**src/rtl/light_dance_engine.sv**
```systemverilog
// LED-pattern sequencer: WIDTH-bit pattern with parallel load, programmable step
// prescaler and four motion modes (shift-in, rotate left, rotate right, bounce).
module light_dance_engine #(
    parameter int WIDTH = 8,
    parameter int DIV_W = 4
) (
    input  logic             clk,
    input  logic             arst,
    input  logic             en,
    input  logic             load,
    input  logic [WIDTH-1:0] pdata,
    input  logic             din,
    input  logic [1:0]       mode,
    input  logic [DIV_W-1:0] div,
    output logic [WIDTH-1:0] qdata,
    output logic             dir,
    output logic             step
);

    localparam logic [1:0] MODE_SHIFT  = 2'b00;
    localparam logic [1:0] MODE_ROTL   = 2'b01;
    localparam logic [1:0] MODE_ROTR   = 2'b10;
    localparam logic [1:0] MODE_BOUNCE = 2'b11;

    logic [WIDTH-1:0] qdata_reg;
    logic [WIDTH-1:0] qdata_next;
    logic             dir_reg;
    logic             dir_next;
    logic [DIV_W-1:0] cnt_reg;
    logic             step_reg;
    logic             tick;

    logic [WIDTH-1:0] rot_l;
    logic [WIDTH-1:0] rot_r;
    logic [WIDTH-1:0] shift_in;

    // Per-bit neighbour selection for the three basic motions.
    generate
        for (genvar gi = 0; gi < WIDTH; gi++) begin : g_bits
            assign rot_l[gi] = qdata_reg[(gi + WIDTH - 1) % WIDTH];
            assign rot_r[gi] = qdata_reg[(gi + 1) % WIDTH];
            if (gi == WIDTH - 1) begin : g_msb
                assign shift_in[gi] = din;
            end else begin : g_low
                assign shift_in[gi] = qdata_reg[gi + 1];
            end
        end
    endgenerate

    assign tick = en && (cnt_reg == div);

    always_comb begin
        qdata_next = qdata_reg;
        dir_next   = dir_reg;
        case (mode)
            MODE_SHIFT: qdata_next = shift_in;
            MODE_ROTL:  qdata_next = rot_l;
            MODE_ROTR:  qdata_next = rot_r;
            MODE_BOUNCE: begin
                // Reaching an end flips direction and moves back the same step.
                if (!dir_reg) begin
                    if (qdata_reg[WIDTH-1]) begin
                        dir_next   = 1'b1;
                        qdata_next = rot_r;
                    end else begin
                        qdata_next = rot_l;
                    end
                end else begin
                    if (qdata_reg[0]) begin
                        dir_next   = 1'b0;
                        qdata_next = rot_l;
                    end else begin
                        qdata_next = rot_r;
                    end
                end
            end
            default: qdata_next = qdata_reg;
        endcase
    end

    always_ff @(posedge clk) begin
        if (arst) begin
            qdata_reg <= {{(WIDTH-1){1'b0}}, 1'b1};
            dir_reg   <= 1'b0;
            cnt_reg   <= '0;
            step_reg  <= 1'b0;
        end else if (load) begin
            // A coinciding tick is deliberately dropped.
            qdata_reg <= pdata;
            dir_reg   <= 1'b0;
            cnt_reg   <= '0;
            step_reg  <= 1'b0;
        end else if (tick) begin
            qdata_reg <= qdata_next;
            dir_reg   <= dir_next;
            cnt_reg   <= '0;
            step_reg  <= 1'b1;
        end else begin
            step_reg <= 1'b0;
            if (en) begin
                cnt_reg <= cnt_reg + 1'b1;
            end
        end
    end

    assign qdata = qdata_reg;
    assign dir   = dir_reg;
    assign step  = step_reg;

endmodule
```
**config.mk**
```make
export PLATFORM = sky130hd
export DESIGN_NAME = light_dance_engine
export DESIGN_NICKNAME = d
export VERILOG_FILES = /design/src/rtl/light_dance_engine.sv
export SDC_FILE = /design/constraint.sdc
export NUM_CORES = 1
export LEC_CHECK = 0
export ABC_AREA = 1
export BUFFER_PORTS_ARGS = -buffer_cell sky130_fd_sc_hd__buf_2
export CAP_MARGIN = 15
export CORE_ASPECT_RATIO = 1.25
export CORE_MARGIN = 2
export CORE_UTILIZATION = 45
export CTS_CLUSTER_SIZE = 25
export DETAILED_ROUTE_END_ITERATION = 8
export HOLD_SLACK_MARGIN = 0.02
export PLACE_DENSITY = 0.83
export SETUP_SLACK_MARGIN = 0.15
export SYNTH_ARGS = -nofsm -noshare
export SYNTH_HDL_FRONTEND = slang
export SYNTH_SLANG_ARGS = --single-unit
```
**constraint.sdc**
```tcl
create_clock -name clk -period 1.5 [get_ports clk]
set_input_delay 0.075 -clock clk [delete_from_list [all_inputs] [get_ports clk]]
set_output_delay 0.075 -clock clk [all_outputs]
set_load 0.01 [all_outputs]
```
==> metrics, run 1 <==
relative slew slack 0.732; Syn. warnings 0; router iterations before antenna repair 4; Placed Area 1170 um^2; DR vias between 1000 and 1500; vias in the first global route 1031; Hold Crit Class in -> reg; dpl cells roughly 230; first-pass GRT wire length around 4000 um; most frequent CP cell nand2_1; Critical Path RT 1730 ps; vias per cell 4.84; Port Buffers 28; sequential power share 0.459; Root Buffer clkbuf_4; P&R area growth vs syn 20.7%; CP startpoint kind flip-flop; Logic pwr share 0.235; RePlAce Congestion 0.831; P_leak 0.640 nW; footprint of the multi-input gates ~630 um^2; switching power 0.275 mW; largest net degree at the start of global routing 17; commonest non-fill, non-tap cells in the layout nand2_1 (51), nand3_1 (30), buf_2 (28); max incr delay on CP approximately 400 ps; fmax about 0.82 GHz; max FFs per register 8; most common cell after layout, fill and taps aside nand2_1; non-filler instance count after layout around 230; Tcrit/Tclk final 0.818; Reg clk slew, reported paths 90 ps; GRT Total Usage 0.201; Total Neg Setup Slack 0 ps; Congestion Overflow GR 0; Mapped Avg Cell Area roughly 6 um^2; Cell Area, Synth 1020 um^2; Max VDD drop 0.598 mV; Seq/Total Area, Yosys 0.276; Final Instance Area approximately 1200 um^2; Antenna diodes 0; Fin Clk Skew 1.23 ps; crit-path max FO 13; Initial Utilization 0.470; Synth Instances 170; post-synth cell types 23; post-synthesis register bit count 14; clk buf depth 2; Pwr Density 730 nW/um^2; Pint 0.621 mW; DRC errors left 0; Final Util 0.567; Reg area roughly 280 um^2; Final Hold Fails 0; switch share 0.307; CTS tree done; crit path DAT around 1500 ps; # setup viols final 0; cts bufs inserted 3; Die W 46.5 um; dpl hpwl 1810 um; routed wire length per instance 10.1 um; Post-Route WL around 2300 um; nets 222; DRT iter0 DRCs 35; share of cells above drive strength 1 0.254; highest-delay cell along the critical path dfxtp_1; Critical Path Sink Type flip-flop; initial antenna violation count 0; max-slew violations 0; CTS H-tree depth 1; filler instances 220; CTS Sinks 14; worst-path cell chain inv_2 > nand2_1 > nand2_2 > nor2_4 > nand3_4 > nand2_4 > nand3_1 > nand2_1; clock share of power 0.307; syn nets 190; die area 2660 um^2; chip height 57.1 um; row count 19; core area roughly 2200 um^2; post-route ant nets 0; Worst Tran Pin Value ~400 ps; RSZ-0062 raised after global routing false; Crit Path Class reg -> reg; status completed; IO Pins 29; Final min period approximately 1200 ps; maxcap violations 0; Clock Latency Late Sink 280 ps
-- path summary, 6_finish.rpt --
path	startpoint	end	slack [ps]	depth (start not counted)
max reg2reg	cnt_reg[0]	qdata[6]	270	8
min reg2reg	cnt_reg[2]	cnt_reg[2]	500	2
max	cnt_reg[0]	qdata[6]	270	8
min	arst	step	80	2
-- critical path, delay by kind of cell, from the launching register on --
family / cells / cell delay (ps)
DFF: 1 / 400
and+or+nand+nor: 7 / 720
buffers and inverters: 1 / 50
-- what timing repair did --
| action | CTS | global route |
|---|---|---|
| hold buffers | 0 | 1 |
| hold endpoints to repair | 0 | 1 |
| buffers inserted | 0 | 1 |
| endpoints found under the setup margin | 0 | 5 |
| resized for setup | 0 | 1 |
-- stage by stage --
step	hold slack [ps]	setup slack (ps)	power, mW
2_1_floorplan	145	396	0.556
3_3_place_gp	326	308	0.625
3_5_place_dp	330	267	0.626
4_1_cts	29.9	252	0.894
5_1_grt	69.1	148	0.950
6_report	78.3	273	0.895
-- synthesized netlist by cell type --
cell / number / area share
nor3_2: 1 / 0.0099
nand3_1: 30 / 0.15
inv_1: 16 / 0.059
buf_6: 1 / 0.011
nor2_2: 1 / 0.0062
o21ai_0: 3 / 0.015
nand3_2: 3 / 0.030
nand2_1: 51 / 0.19
inv_2: 4 / 0.015
nand2_4: 1 / 0.011
nor2_1: 25 / 0.092
xor2_1: 1 / 0.0086
o21ai_1: 1 / 0.0049
dfxtp_1: 14 / 0.28
nand3_4: 1 / 0.017
ha_1: 1 / 0.012
nor3_1: 1 / 0.0049
buf_2: 1 / 0.0049
buf_4: 2 / 0.015
nor2_4: 1 / 0.011
nand2_2: 4 / 0.025
nand4_1: 1 / 0.0062
a21oi_1: 6 / 0.030
-- layout make-up --
type                       count  area share
timing repair buffer          31       0.135
tap                           31      0.0316
multi-input combinational    132       0.513
inverter                      20      0.0612
sequential                    14       0.230
clock buffer                   4      0.0296
-- metal layers --
metal | wire, um | GRT usage
met1 | 1060 | 0.247
met2 | 1140 | 0.335
met3 | 120 | 0.0411
met4 | 21 | 0.0735
met5 | 0 | 0
-- cell families (layout without fill, tap and decap cells) --
group | Yosys count | in the layout | share of synthesized area
xor+xnor | 1 | 1 | 0.00862
buf+inv | 24 | 55 | 0.105
fa+ha+maj | 1 | 1 | 0.0123
flops | 14 | 14 | 0.276
compound gates | 10 | 10 | 0.0493
simple gates | 120 | 120 | 0.549
-- power by group through the flow --
stage | logic (mW) | registers [mW] | clock network [mW]
final | 0.210 | 0.411 | 0.274
after global routing | 0.240 | 0.414 | 0.297
after CTS | 0.207 | 0.411 | 0.276
after detailed placement | 0.206 | 0.419 | 0
after global placement | 0.205 | 0.420 | 0
after floorplan | 0.133 | 0.423 | 0
Power figures use the tool's default switching activity.
==> run 2: changes to the inputs <==
- PLACE_DENSITY: 0.83 -> 0.85
- clock period: 1.5 -> 1.1 ns (I/O delays scaled with it)
==> metrics, run 2 (synthesis results as in run 1) <==
clk buf depth 2; RePlAce Congestion 0.830; Setup Slack @ Placement -60.7 ps; max-slew violations 0; P_leak 0.719 nW; RSZ-0062 raised after global routing true; initial antenna violation count 0; CTS Sinks 14; core area 2160 um^2; CP Buf/Inv Count 0; Clock Latency Late Sink 290 ps; largest net degree at the start of global routing 13; fmax 0.856 GHz; crit-path max FO 8; Final min period 1170 ps; maxcap violations 0; share of cells above drive strength 1 0.394; Total Neg Setup Slack -692 ps; total power between 1 and 1.5 mW; Antenna diodes 0; Die W 46.5 um; chip height 57.1 um; CP startpoint kind flip-flop; DRT iter0 DRCs 70; Worst Tran Pin Value 425 ps; highest-delay cell along the critical path dfxtp_2; max incr delay on CP 340 ps; vias per cell 5.10; first-pass GRT wire length 4730 um; Root Buffer clkbuf_4; CTS tree done; relative slew slack 0.716; CTS H-tree depth 1; worst-path cell chain nand2_1 > nand2_2 > nor2_4 > nand3_4 > nand2_4 > nand3_2 > nand2_1; P&R area growth vs syn 39.5%; Reg clk slew, reported paths around 90 ps; GRT Total Usage 0.231; status complete, but fails checks; cts bufs inserted 3; Port Buffers 28; worst hold margin 31.3 ps; post-route ant nets 0; routed wire length per instance 11.4 um; dpl hpwl 1970 um; DRC errors left 0; vias in the first global route between 1000 and 1500; commonest non-fill, non-tap cells in the layout nand2_1 (46), nand3_1 (28), buf_2 (25); router iterations before antenna repair 4; Congestion Overflow GR 0; nets 237; crit path DAT 1400 ps; row count 19; most common cell after layout, fill and taps aside nand2_1; most frequent CP cell nand2_1; violations in the final reports negative setup slack; Max VDD drop about 0.73 mV; Final Util 0.655; Fin Clk Skew 3.41 ps; max FFs per register 8; filler instances 201; # setup viols final 14; flop2flop setup slack -70 ps; die area 2660 um^2; Crit Path Class reg -> reg; Initial Utilization 0.470; Top delay family on crit path simple AND/OR/NAND/NOR gates; DR vias 1259; Pwr Density between 900 and 1000 nW/um^2; Post-Route WL about 2800 um; Tcrit/Tclk final 1.06; Final Hold Fails 0; IO Pins 29; fin worst setup slack -67.7 ps; Critical Path RT 1330 ps; Hold Crit Class in -> reg; Critical Path Sink Type flip-flop
-- run 2: cell type report --
type | count | area [um^2] | share of cell area
flip-flops and latches | 14 | 290 | 0.205
clock buffers | 4 | 36.3 | 0.0256
repair buffers | 45 | 297 | 0.209
inverters | 20 | 75.1 | 0.0530
well taps | 31 | 38.8 | 0.0274
multi-input cells | 133 | 681 | 0.480
-- run 2: final timing paths --
kind              depth (start not counted)         end  startpoint
hold reg to reg                           2  cnt_reg[2]  cnt_reg[2]
setup / recovery                          7    qdata[6]  cnt_reg[1]
hold / removal                            2        step        arst
setup reg to reg                          7    qdata[6]  cnt_reg[1]
-- run 2: timing repair --
item / 4_1_cts / 5_1_grt
endpoints found under the hold margin: 1 / 0
gates resized for setup: 7 / 10
pin swaps: 7 / 3
gates cloned: 1 / 0
setup buffers: 1 / 2
hold buffers: 1 / 0
endpoints found under the setup margin: 16 / 18
-- run 2: stage by stage --
| step | cell area [um^2] | instances |
|---|---|---|
| final | 1420 | 247 |
| after global routing | 1420 | 247 |
| after CTS | 1370 | 245 |
| after detailed placement | 1270 | 238 |
| after global placement | 1270 | 238 |
| after floorplan | 1030 | 170 |
-- run 2: worst register-to-register path: stages (launching register included) --
cell and delay, ps:
dfxtp_2 340, nand2_1 90, nand2_2 90, nor2_4 160, nand3_4 160, nand2_4 140, nand3_2 80, nand2_1 60
-- run 2: metal layers --
| metal | track usage | part of all wire |
|---|---|---|
| met5 | 0 | 0 |
| met4 | 0.0571 | 0.022 |
| met3 | 0.0348 | 0.056 |
| met2 | 0.395 | 0.50 |
| met1 | 0.295 | 0.42 |
-- run 2: power breakdown --
part / total, mW / internal, mW / switching (mW)
registers: 0.560 / 0.534 / 0.0262
clock network: 0.384 / 0.202 / 0.182
logic: 0.356 / 0.153 / 0.203
